File: src/rtl/kmeans_assign_seq.sv
// Sequential k-means assignment pass: fetches each point, drives it to an external
// distance unit, resolves the returned code to a cluster label and tallies membership.
module kmeans_assign_seq #(
    parameter int ADDR_W  = 10,
    parameter int TIMEOUT = 4095
) (
    input  logic              clk,
    input  logic              rst,
    input  logic              start,
    input  logic [ADDR_W-1:0] num_points,
    output logic              mem_rd_en,
    output logic [ADDR_W-1:0] mem_addr,
    input  logic [31:0]       mem_x,
    input  logic [31:0]       mem_y,
    output logic [31:0]       x_data,
    output logic [31:0]       y_data,
    output logic              xd_stb,
    output logic              yd_stb,
    output logic              xm_stb,
    output logic              ym_stb,
    input  logic              dist_end,
    input  logic [31:0]       k_in,
    output logic              lbl_we,
    output logic [ADDR_W-1:0] lbl_addr,
    output logic [1:0]        lbl_data,
    output logic [ADDR_W:0]   cnt0,
    output logic [ADDR_W:0]   cnt1,
    output logic [ADDR_W:0]   cnt2,
    output logic              busy,
    output logic              done,
    output logic              tie_flag,
    output logic              timeout_err
);

    localparam int WCW = $clog2(TIMEOUT + 1);
    localparam logic [WCW-1:0] WAIT_LAST = WCW'(TIMEOUT - 1);

    typedef enum logic [2:0] {
        S_IDLE,
        S_FETCH,
        S_LOAD,
        S_ISSUE,
        S_WAIT,
        S_WRITE,
        S_DONE
    } state_t;

    state_t              state_q, state_d;
    logic [ADDR_W-1:0]   idx_q, idx_d;
    logic [ADDR_W-1:0]   np_q, np_d;
    logic [WCW-1:0]      wait_cnt_q, wait_cnt_d;
    logic                mem_rd_en_q, mem_rd_en_d;
    logic [ADDR_W-1:0]   mem_addr_q, mem_addr_d;
    logic [31:0]         x_q, x_d;
    logic [31:0]         y_q, y_d;
    logic                stb_q, stb_d;
    logic                lbl_we_q, lbl_we_d;
    logic [ADDR_W-1:0]   lbl_addr_q, lbl_addr_d;
    logic [1:0]          lbl_data_q, lbl_data_d;
    logic                busy_q, busy_d;
    logic                done_q, done_d;
    logic                tie_q, tie_d;
    logic                tmo_q, tmo_d;
    logic                clr_cnt;
    logic                inc_cnt;
    logic [ADDR_W:0]     idx_inc;
    logic                more_points;
    logic [ADDR_W:0]     cnt_w [3];

    // Codes 3..7 are ties reported by the distance unit; each resolves to a fixed label.
    function automatic logic [1:0] map_code(input logic [31:0] k);
        logic [1:0] lbl;
        case (k)
            32'd1:   lbl = 2'd1;
            32'd2:   lbl = 2'd2;
            32'd4:   lbl = 2'd1;
            default: lbl = 2'd0;
        endcase
        return lbl;
    endfunction

    assign idx_inc     = {1'b0, idx_q} + 1'b1;
    assign more_points = idx_inc < {1'b0, np_q};

    always_comb begin
        state_d     = state_q;
        idx_d       = idx_q;
        np_d        = np_q;
        wait_cnt_d  = wait_cnt_q;
        mem_rd_en_d = 1'b0;
        mem_addr_d  = mem_addr_q;
        x_d         = x_q;
        y_d         = y_q;
        stb_d       = stb_q;
        lbl_we_d    = 1'b0;
        lbl_addr_d  = lbl_addr_q;
        lbl_data_d  = lbl_data_q;
        busy_d      = busy_q;
        done_d      = 1'b0;
        tie_d       = tie_q;
        tmo_d       = tmo_q;
        clr_cnt     = 1'b0;
        inc_cnt     = 1'b0;

        case (state_q)
            S_IDLE: begin
                if (start) begin
                    np_d       = num_points;
                    idx_d      = '0;
                    wait_cnt_d = '0;
                    busy_d     = 1'b1;
                    tie_d      = 1'b0;
                    tmo_d      = 1'b0;
                    clr_cnt    = 1'b1;
                    if (num_points != '0) begin
                        state_d     = S_FETCH;
                        mem_rd_en_d = 1'b1;
                        mem_addr_d  = '0;
                    end else begin
                        state_d = S_DONE;
                    end
                end
            end
            S_FETCH: begin
                state_d = S_LOAD;
            end
            S_LOAD: begin
                x_d     = mem_x;
                y_d     = mem_y;
                stb_d   = 1'b1;
                state_d = S_ISSUE;
            end
            S_ISSUE: begin
                wait_cnt_d = '0;
                state_d    = S_WAIT;
            end
            S_WAIT: begin
                // A result in the last watchdog cycle still counts as a result.
                if (dist_end) begin
                    stb_d      = 1'b0;
                    lbl_we_d   = 1'b1;
                    lbl_addr_d = idx_q;
                    lbl_data_d = map_code(k_in);
                    if (k_in >= 32'd3) begin
                        tie_d = 1'b1;
                    end
                    state_d = S_WRITE;
                end else if (wait_cnt_q == WAIT_LAST) begin
                    stb_d   = 1'b0;
                    tmo_d   = 1'b1;
                    state_d = S_DONE;
                end else begin
                    wait_cnt_d = wait_cnt_q + 1'b1;
                end
            end
            S_WRITE: begin
                inc_cnt = 1'b1;
                if (more_points) begin
                    idx_d       = idx_inc[ADDR_W-1:0];
                    mem_rd_en_d = 1'b1;
                    mem_addr_d  = idx_inc[ADDR_W-1:0];
                    state_d     = S_FETCH;
                end else begin
                    state_d = S_DONE;
                end
            end
            S_DONE: begin
                done_d  = 1'b1;
                busy_d  = 1'b0;
                state_d = S_IDLE;
            end
            default: begin
                state_d = S_IDLE;
            end
        endcase
    end

    always_ff @(posedge clk) begin
        if (rst) begin
            state_q     <= S_IDLE;
            idx_q       <= '0;
            np_q        <= '0;
            wait_cnt_q  <= '0;
            mem_rd_en_q <= 1'b0;
            mem_addr_q  <= '0;
            x_q         <= '0;
            y_q         <= '0;
            stb_q       <= 1'b0;
            lbl_we_q    <= 1'b0;
            lbl_addr_q  <= '0;
            lbl_data_q  <= '0;
            busy_q      <= 1'b0;
            done_q      <= 1'b0;
            tie_q       <= 1'b0;
            tmo_q       <= 1'b0;
        end else begin
            state_q     <= state_d;
            idx_q       <= idx_d;
            np_q        <= np_d;
            wait_cnt_q  <= wait_cnt_d;
            mem_rd_en_q <= mem_rd_en_d;
            mem_addr_q  <= mem_addr_d;
            x_q         <= x_d;
            y_q         <= y_d;
            stb_q       <= stb_d;
            lbl_we_q    <= lbl_we_d;
            lbl_addr_q  <= lbl_addr_d;
            lbl_data_q  <= lbl_data_d;
            busy_q      <= busy_d;
            done_q      <= done_d;
            tie_q       <= tie_d;
            tmo_q       <= tmo_d;
        end
    end

    // One saturating membership counter per cluster, bumped on the write cycle.
    generate
        for (genvar gi = 0; gi < 3; gi++) begin : gen_cnt
            logic [ADDR_W:0] cnt_q;

            always_ff @(posedge clk) begin
                if (rst || clr_cnt) begin
                    cnt_q <= '0;
                end else if (inc_cnt && (lbl_data_q == 2'(gi)) && (cnt_q != '1)) begin
                    cnt_q <= cnt_q + 1'b1;
                end
            end

            assign cnt_w[gi] = cnt_q;
        end
    endgenerate

    assign mem_rd_en   = mem_rd_en_q;
    assign mem_addr    = mem_addr_q;
    assign x_data      = x_q;
    assign y_data      = y_q;
    assign xd_stb      = stb_q;
    assign yd_stb      = stb_q;
    assign xm_stb      = stb_q;
    assign ym_stb      = stb_q;
    assign lbl_we      = lbl_we_q;
    assign lbl_addr    = lbl_addr_q;
    assign lbl_data    = lbl_data_q;
    assign cnt0        = cnt_w[0];
    assign cnt1        = cnt_w[1];
    assign cnt2        = cnt_w[2];
    assign busy        = busy_q;
    assign done        = done_q;
    assign tie_flag    = tie_q;
    assign timeout_err = tmo_q;

endmodule

File: config.mk
export PLATFORM = sky130hd
export DESIGN_NAME = kmeans_assign_seq
export DESIGN_NICKNAME = d
export VERILOG_FILES = /design/src/rtl/kmeans_assign_seq.sv
export SDC_FILE = /design/constraint.sdc
export NUM_CORES = 1
export LEC_CHECK = 0
export CAP_MARGIN = 20
export CORE_MARGIN = 10
export CORE_UTILIZATION = 45
export DETAILED_ROUTE_END_ITERATION = 8
export PLACE_DENSITY = 0.88
export SLEW_MARGIN = 20
export SYNTH_ARGS = -nofsm -noshare
export SYNTH_HDL_FRONTEND = slang
export SYNTH_SLANG_ARGS = --single-unit
File: constraint.sdc
create_clock -name clk -period 3.3 [get_ports clk]
set_input_delay 0.99 -clock clk [delete_from_list [all_inputs] [get_ports clk]]
set_output_delay 0.99 -clock clk [all_outputs]
set_load 0.005 [all_outputs]
==> Word level (Yosys, flattened, before mapping) <==
Index checks and enable logic that the tools add are counted.
{ "classes": {"mux": 38, "n_eq_ne": 24, "multipliers": 0, "magnitude_cmp": 2, "addsub": 5, "n_reduce_logical": 27, "bitwise_logic": 1, "n_div": 0, "shifts": 0} }
{ "ops": {"columns": ["cell", "n"], "rows": [
  ["10-bit two-way mux", 4],
  ["10-bit one-hot mux with 2 select lines", 2],
  ["12-bit two-way mux", 3],
  ["12-bit one-hot mux with 3 select lines", 1],
  ["11-bit by 1-bit adder with 11-bit output (second input constant)", 3],
  ["11-bit != test (second input constant)", 3],
  ["32-bit by 1-bit equality test with 1-bit output (second input constant)", 1],
  ["32-bit by 2-bit equality test with 1-bit output (second input constant)", 1],
  ["32-bit by 3-bit equality test with 1-bit output (second input constant)", 1],
  ["32-bit by 2-bit >= comparator with 1-bit output (second input constant)", 1],
  ["3-bit one-hot mux with 6 select lines", 1],
  ["1-bit two-way mux", 16],
  ["2-bit != test (second input constant)", 8],
  ["4-bit AND reduction", 4],
  ["3-bit two-way mux", 5],
  ["12-bit by 1-bit adder with 12-bit output (second input constant)", 1],
  ["12-bit equality test (second input constant)", 1],
  ["10-bit by 1-bit adder with 11-bit output (second input constant)", 1],
  ["11-bit by 10-bit < comparator with 1-bit output", 1],
  ["1-bit one-hot mux with 2 select lines", 5],
  ["2-bit AND reduction", 5],
  ["10-bit nonzero test", 1],
  ["3-bit equality test (second input constant)", 3],
  ["2-bit nonzero test", 4],
  ["other kinds (14)", 21]
]} }
{ "totals": {"ram_bits": 0, "output_inout_bits": 129, "latchBits": 0, "rom_bits": 0, "n_memories": 0, "register_bits": 161, "elab_cells": 116, "input_bits": 110} }

==> Logic depth before layout (Yosys ltp) <==
Gate-level depths: netlist of run 1.
{ "logic_depth": {"depth_word": 4, "depth_mapped": 12, "mapped_depth_nobuf": 11} }

==> Least setup slack after synthesis of run 1 <==
Ideal clock, no wire load.
{ "synth_timing": {"path_kind": "register -> register", "startpoint": "register idx_q[2]", "endpoint": "register idx_q[6]", "path_buffers": 1, "period_less_slack_ns": 2.692, "required_ns": 3.226, "setup_slack_ns": 0.608, "path_stages_with_launch": 12, "arrival_time_ns": 2.618, "setup_ns": 0.074, "cell_sequence": "dfxtp_1 -> buf_4 -> nand3_1 -> nor3_1 -> and3_1 -> xor2_1 -> ha_1 -> a21oi_4 -> o21ai_4 -> a21oi_2 -> or4b_1 -> a31oi_1"} }
{ "synth_between": {"elab_chain_cells": 4, "word_cells_on_any_way": 6, "classes_between": "add/sub: 1; order compare: 1; eq/ne: 1; mux: 2; reduce/logical: 1"} }
{ "synth_lines": {"columns": ["item", "line", "source"], "rows": [
  ["from (decl)", "49", "logic [ADDR_W-1:0] idx_q, idx_d;"],
  ["from (signal assigned)", "198", "idx_q <= idx_d;"],
  ["10-bit by 1-bit adder with 11-bit output *", "82", "assign idx_inc = {1'b0, idx_q} + 1'b1;"],
  ["11-bit by 10-bit < comparator with 1-bit output", "83", "assign more_points = idx_inc < {1'b0, np_q};"],
  ["2-bit != test (no line)", null, null],
  ["3-bit AND reduction (no line)", null, null]
]} }
Mark *: on every way between the ends. The rest lies on a longest branch, timed or not. The select of a mux whose other input is x is not followed.
A chain may end at the register's enable or synchronous reset.

==> Worst setup path after layout of run 1 <==
{ "layout_timing": {"startpoint": "register idx_q[3]", "endpoint": "register idx_q[5]"} }
The elaborated chain is that of the path after synthesis.

==> results of run 1 <==
[metrics by stage]
stage / hold slack (ns) / area (sq um) / cells / utilization
floorplan: 0.436 / 6840 / 820 / -
global placement: 0.441 / 9360 / 1214 / 0.622
detailed placement: 0.446 / 9360 / 1214 / 0.622
CTS: 0.454 / 9930 / 1245 / 0.660
global route: 0.468 / 9930 / 1245 / 0.660
finish: 0.450 / 9930 / 1245 / 0.660
[cells by family after synthesis]
family          after synthesis  synth area share
fa+ha+maj                    15            0.0274
flops                       161             0.471
mux                           4           0.00604
simple gates                375             0.253
compound gates              150             0.140
buf+inv                      69            0.0432
xor+xnor                     46            0.0589
[synthesized netlist by cell type, types with 2 or more instances]
cell	n	share of area
sky130_fd_sc_hd__nand4_1	26	0.024
sky130_fd_sc_hd__o211ai_1	2	0.0022
sky130_fd_sc_hd__ha_1	15	0.027
sky130_fd_sc_hd__a21oi_1	100	0.073
sky130_fd_sc_hd__o21ai_0	4	0.0029
sky130_fd_sc_hd__and2_1	4	0.0037
sky130_fd_sc_hd__buf_4	5	0.0055
sky130_fd_sc_hd__buf_1	2	0.0011
sky130_fd_sc_hd__inv_1	23	0.013
sky130_fd_sc_hd__nor2_1	65	0.036
sky130_fd_sc_hd__mux2i_1	3	0.0044
sky130_fd_sc_hd__nor4_1	10	0.0091
sky130_fd_sc_hd__xor2_1	30	0.038
sky130_fd_sc_hd__nor3b_1	2	0.0022
sky130_fd_sc_hd__nand2_1	200	0.11
sky130_fd_sc_hd__and3_2	2	0.0022
sky130_fd_sc_hd__o31a_1	4	0.0051
sky130_fd_sc_hd__dfxtp_1	161	0.47
sky130_fd_sc_hd__nor4_2	3	0.0055
sky130_fd_sc_hd__nor2b_1	2	0.0018
sky130_fd_sc_hd__a32o_1	2	0.0029
sky130_fd_sc_hd__nand3_1	16	0.012
sky130_fd_sc_hd__or3_1	2	0.0018
sky130_fd_sc_hd__and3_1	12	0.011
sky130_fd_sc_hd__a21o_1	3	0.0033
sky130_fd_sc_hd__xnor2_1	16	0.020
sky130_fd_sc_hd__nand4b_1	3	0.0038
sky130_fd_sc_hd__a22o_1	10	0.013
sky130_fd_sc_hd__a31oi_1	5	0.0046
sky130_fd_sc_hd__a21oi_4	2	0.0048
sky130_fd_sc_hd__nor3_1	11	0.0080
sky130_fd_sc_hd__nand2b_1	4	0.0037
sky130_fd_sc_hd__or2_2	2	0.0018
sky130_fd_sc_hd__clkbuf_1	30	0.016
sky130_fd_sc_hd__buf_2	8	0.0059
[worst max-delay path: cells and delay by family (launching register included)]
family | cells | cell delay, ns
xor gates and xnor gates | 1 | 0.30
and+or+nand+nor | 6 | 1.32
DFF | 1 | 0.46
buffers and inverters | 2 | 0.32
adders and majority gates | 1 | 0.34
AOI/OAI and AO/OA | 1 | 0.17
[report_power, final]
part	switching, mW	total [mW]	internal, mW
clock network	0.768	1.92	1.15
logic	0.323	0.654	0.332
registers	0.0536	2.07	2.02
[path summary, 6_finish.rpt]
check | startpoint | endpoint | slack, ns | depth (start not counted)
worst min-delay path | y_data[21] | y_data[21] | 0.45 | 2
worst min register to register | y_data[21] | y_data[21] | 0.45 | 2
worst max-delay path | idx_q[3] | idx_q[5] | 0.35 | 11
worst max register to register | idx_q[3] | idx_q[5] | 0.35 | 11
[flip-flops by register name, summed over array words and instances, names as in the netlist, 2 cells and up]
| name | count |
|---|---|
| lbl_data | 2 |
| cnt1 | 11 |
| y_data | 32 |
| cnt0 | 11 |
| state_q | 3 |
| cnt2 | 11 |
| lbl_addr | 10 |
| wait_cnt_q | 12 |
| mem_addr | 10 |
| x_data | 32 |
| np_q | 10 |
| idx_q | 10 |
[per-layer routing]
metal  GRT usage  share of wire  up-vias
li1            -              -     3232
met1       0.211           0.39     3026
met2       0.333           0.50      199
met3      0.0752          0.090       27
met4      0.0736          0.018        0
met5           0              0        -
[area by class of cell]
cell class,count,area share
timing repair buffer,252,0.250
sequential,161,0.325
clock buffer,22,0.0468
inverter,23,0.00870
clock inverter,9,0.0107
multi-input combinational,590,0.335
tap,188,0.0237
==> impl_results.md, run 1 <==
- Result of the run: completed
- Slew @ Worst Pin: 0.706 ns
- Footprint of the flip-flops and latches: 0.00322 sq mm
- Startpoint Class: flip-flop
- Total number of vias: 6484
- Pin count of the biggest net entering global routing: 58
- Final count of hold timing violations: 0
- Multi-input combinational cell area: 0.00333 sq mm
- Area added between synthesis and finish: 45.1%
- Horizontal die dimension: 143 um
- Floorplan die height: 143 um
- TNS Setup: 0 ns
- Max-slew headroom at the worst pin: 0.529
- Achievable Freq: 339 MHz
- Share of the yosys chip area belonging to registers: 0.471
- Global-route wire length before repair: 31800 um
- Per-instance average area after synthesis: 8.34 sq um
- Final weighted congestion in routability-driven placement: 0.853
- Commonest non-fill, non-tap cell in the layout: sky130_fd_sc_hd__clkdlybuf4s50_1
- Number of global-route vias before repair: 6294
- Netlist area before placement: 0.00684 sq mm
- Yosys synthesis warning count: 0
- Static leakage: 3.55 nW
- Crit path top cell by count: sky130_fd_sc_hd__nand3_1
- Die outline area: 0.0205 sq mm
- Combined global-route utilization of all metal layers: 0.194
- Maximum number of buffers from clock root to sink: 2
- Sum of overflow across all layers after global routing: 0
- Root buffer cell: sky130_fd_sc_hd__clkbuf_16
- Highest-delay cell along the critical path: sky130_fd_sc_hd__dfxtp_1
- Post-CTS Setup Bufs: 0
- HP Class: reg -> reg
- Tcrit/Tclk final: 0.893
- Post-placement worst setup slack: 0.261 ns
- N_diodes: 0
- Max cap viols: 0
- FILL cells: 1200
- Maximum fanout along the worst path: 9
- Kind of end point of the critical path: flip-flop
- Clk sinks: 161
- Detailed-route wire length: 20700 um
- Number of failing setup endpoints in the final timing report: 0
- Worst path cell trace: nand3_1, nor3_1, and3_1, xor2_1, ha_1, nand3_1, inv_1, and2_2, nor3_2, buf_4, a32o_1
- Initial standard-cell utilization of the core: 0.455
- DRC Markers: 0
- Cts repair resizes: 0
- Synth unique cells: 66
- Final Total Pwr: 4.64 mW
- Initial antenna violation count: 0
- Placement row count: 45
- Hold buffer count at CTS: 0
- Clock latency of the later-clocked register in the worst-skew pair: 0.42 ns
- Net count of the mapped netlist: 945
- CTS tree: done
- Top flip-flop cell by instance count after synthesis: sky130_fd_sc_hd__dfxtp_1
- Net count of the finished layout: 1170
- Number of vias per cell: 5.21
- Share of synthesized flip-flops with an asynchronous set or reset: 0
- Cell count after synthesis: 820
- Power density over the cells: 468 mW/mm^2
- Clk_skew: 0.00996 ns
- Detailed router's first-iteration violation count: 280
- DRT antenna net count: 0
- Wirelength per Cell: 16.6 um
- CP required: 3.66 ns
- Clock transition time at the flip-flop clock pins of the worst setup and hold paths: 0.06 ns
- Cts bufs inserted: 17
- Standard cell core area: 0.0150 sq mm
- Ratio of cells with drive above 1 in the final layout: 0.0672
- Post-synth EDFFs: 0
- Start-to-end type of the worst setup path: reg -> reg
- Highest-count cells in the layout ignoring fill and taps: 237 x sky130_fd_sc_hd__clkdlybuf4s50_1, 199 x sky130_fd_sc_hd__nand2_1, 161 x sky130_fd_sc_hd__dfxtp_1
- IR drop worst, VDD: 326 uV
- Number of port buffers: 238
- Setup repair after global routing missed its margin: no
- Final Worst Setup Slack: 0.352 ns
- Maximum cell stage delay along the critical path: 0.46 ns
- Post-layout minimum cycle time: 2.95 ns
- Data arrival time of the critical path: 3.31 ns
- Number of pins with negative max-slew slack in the final report: 0
- Drt pass-1 iters: 4
- H-tree Lvls: 4
- Register bit count reported by yosys: 161
- Placed wire-length estimate: 15300 um
- I/O pin count: 239
Note: power is estimated with default switching activity, not from simulation.
==> run 2, diff against run 1 <==
--- a/config.mk
+++ b/config.mk
@@ -7,9 +7,9 @@
 export LEC_CHECK = 0
 export CAP_MARGIN = 20
 export CORE_MARGIN = 10
-export CORE_UTILIZATION = 45
+export CORE_UTILIZATION = 47
 export DETAILED_ROUTE_END_ITERATION = 8
-export PLACE_DENSITY = 0.88
+export DONT_BUFFER_PORTS = 1
 export SLEW_MARGIN = 20
 export SYNTH_ARGS = -nofsm -noshare
 export SYNTH_HDL_FRONTEND = slang
==> impl_results.md, run 2 (synthesized netlist as in run 1, its figures left out) <==
- Share of power burned in combinational logic: 0.080
- Cts repair resizes: 0
- Achievable Freq: 345 MHz
- DRT antenna net count: 0
- Number of vias per cell: 5.52
- Data arrival time of the critical path: 3.20 ns
- Start-to-end type of the worst setup path: reg -> reg
- Clk network pwr share: 0.453
- HP Class: reg -> reg
- Drt pass-1 iters: 4
- Kind of end point of the critical path: flip-flop
- Final count of hold timing violations: 0
- Net count of the finished layout: 924
- H-tree Lvls: 4
- Largest delay contributor family on the critical path: compound AO/OA/AOI/OAI gates
- Number of global-route vias before repair: 5325
- Number of pins with negative max-slew slack in the final report: 0
- Sequential group share of total power: 0.467
- Sum of overflow across all layers after global routing: 0
- Number of port buffers: 0
- Max-slew headroom at the worst pin: 0.556
- Detailed router's first-iteration violation count: 224
- Root buffer cell: sky130_fd_sc_hd__clkbuf_16
- Tcrit/Tclk final: 0.879
- Wirelength per Cell: 18.8 um
- Maximum cell stage delay along the critical path: 0.46 ns
- Placed wire-length estimate: 14000 um
- Clock latency of the later-clocked register in the worst-skew pair: 0.42 ns
- Maximum fanout along the worst path: 7
- Global-route wire length before repair: 29100 um
- Standard cell core area: 0.0144 sq mm
- Ratio of cells with drive above 1 in the final layout: 0.0801
- Reg-to-reg critical path startpoint: idx_q[0]
- Crit path top cell by count: sky130_fd_sc_hd__ha_1
- I/O pin count: 239
- Maximum number of buffers from clock root to sink: 2
- Hold buffer count at CTS: 0
- Buf+Inv Stages, Crit Path: 0
- Result of the run: completed
- Commonest non-fill, non-tap cell in the layout: sky130_fd_sc_hd__nand2_1
- Area added between synthesis and finish: 9.97%
- Worst path cell trace: ha_1, nand2_1, xnor2_1, ha_1, a21oi_1, and3_2, o21ai_2, and2_2, o311ai_0, a31oi_1
- Horizontal die dimension: 141 um
- N_diodes: 0
- Clk_skew: 0.00667 ns
- Final Total Pwr: 4.48 mW
- Number of failing setup endpoints in the final timing report: 0
- Switching power of the nets: 1.14 mW
- TNS Setup: 0 ns
- Placement row count: 44
- Slew @ Worst Pin: 0.665 ns
- Post-CTS Setup Bufs: 0
- Cts bufs inserted: 17
- CP required: 3.60 ns
- IR drop worst, VDD: 308 uV
- Combined global-route utilization of all metal layers: 0.180
- Pin count of the biggest net entering global routing: 98
- DRC Markers: 0
- Beginning of the worst hold path: np_q[7]
- Highest-count cells in the layout ignoring fill and taps: 199 x sky130_fd_sc_hd__nand2_1, 161 x sky130_fd_sc_hd__dfxtp_1, 100 x sky130_fd_sc_hd__a21oi_1
- Post-layout minimum cycle time: 2.90 ns
- Internal Power: 3.34 mW
- Highest-delay cell along the critical path: sky130_fd_sc_hd__dfxtp_1
- Switching power share of the total: 0.255
- Setup repair after global routing missed its margin: no
- Power density over the cells: 596 mW/mm^2
- Worst Setup SP: idx_q[0]
- Clock transition time at the flip-flop clock pins of the worst setup and hold paths: 0.06 ns
- Max cap viols: 0
- Floorplan die height: 141 um
- Static leakage: 2.67 nW
- Clk sinks: 161
- CTS tree: done
- Die outline area: 0.0198 sq mm
- Initial antenna violation count: 0
- Total number of vias: 5490
- Detailed-route wire length: 18700 um
- Startpoint Class: flip-flop
- Initial standard-cell utilization of the core: 0.474
- Final weighted congestion in routability-driven placement: 0.866
[run 2: cell types whose count changed in the layout (fill, tap and decap cells not counted), moves of 2 or more]
cell	change
sky130_fd_sc_hd__clkinv_2	-2
sky130_fd_sc_hd__clkinv_4	+2
sky130_fd_sc_hd__clkdlybuf4s50_1	-237
sky130_fd_sc_hd__inv_6	+3
sky130_fd_sc_hd__clkbuf_8	-2
sky130_fd_sc_hd__buf_4	-9
sky130_fd_sc_hd__clkbuf_1	-3
[run 2: final timing paths]
check / endpoint / slack [ns] / cells after the start
worst min-delay path: np_q[7] / 0.45 / 2
worst min register to register: np_q[7] / 0.45 / 2
worst max-delay path: idx_q[6] / 0.40 / 10
worst max register to register: idx_q[6] / 0.40 / 10
[run 2: cell type report]
| class | instances | area (sq um) |
|---|---|---|
| Fill cell | 1352 | 6900 |
| Inverter | 23 | 86.3 |
| Timing Repair Buffer | 6 | 45.0 |
| Clock buffer | 17 | 425 |
| Sequential cell | 161 | 3220 |
| Clock inverter | 14 | 181 |
| Multi-Input combinational cell | 590 | 3330 |
| Tap cell | 184 | 230 |
[run 2: metrics by stage]
step,worst slack (ns),hold slack [ns],util,instance area [sq um],std cells
floorplan,0.608,0.436,-,6840,820
global placement,0.575,0.441,0.479,6910,964
detailed placement,0.437,0.441,0.479,6910,964
CTS,0.423,0.450,0.521,7520,995
global route,0.210,0.469,0.522,7520,995
finish,0.398,0.451,0.522,7520,995
[run 2: per-layer routing]
layer  wire (um)  GRT usage
met1        7440      0.200
met2        8940      0.290
met3        1980     0.0857
met4         382     0.0723
met5           0          0
[run 2: power groups by stage]
stage / clock [mW] / sequential (mW) / combinational [mW]
global route: 2.16 / 2.11 / 0.408
CTS: 2.09 / 2.10 / 0.360
detailed placement: 0 / 2.14 / 0.360
finish: 2.03 / 2.10 / 0.359
global placement: 0 / 2.14 / 0.346
floorplan: 0 / 2.10 / 0.324
[run 2: worst register-to-register path, stage by stage, from the launching register on]
cell	delay, ns
sky130_fd_sc_hd__dfxtp_1	0.46
sky130_fd_sc_hd__ha_1	0.37
sky130_fd_sc_hd__nand2_1	0.16
sky130_fd_sc_hd__xnor2_1	0.27
sky130_fd_sc_hd__ha_1	0.33
sky130_fd_sc_hd__a21oi_1	0.15
sky130_fd_sc_hd__and3_2	0.19
sky130_fd_sc_hd__o21ai_2	0.10
sky130_fd_sc_hd__and2_2	0.22
sky130_fd_sc_hd__o311ai_0	0.38
sky130_fd_sc_hd__a31oi_1	0.14
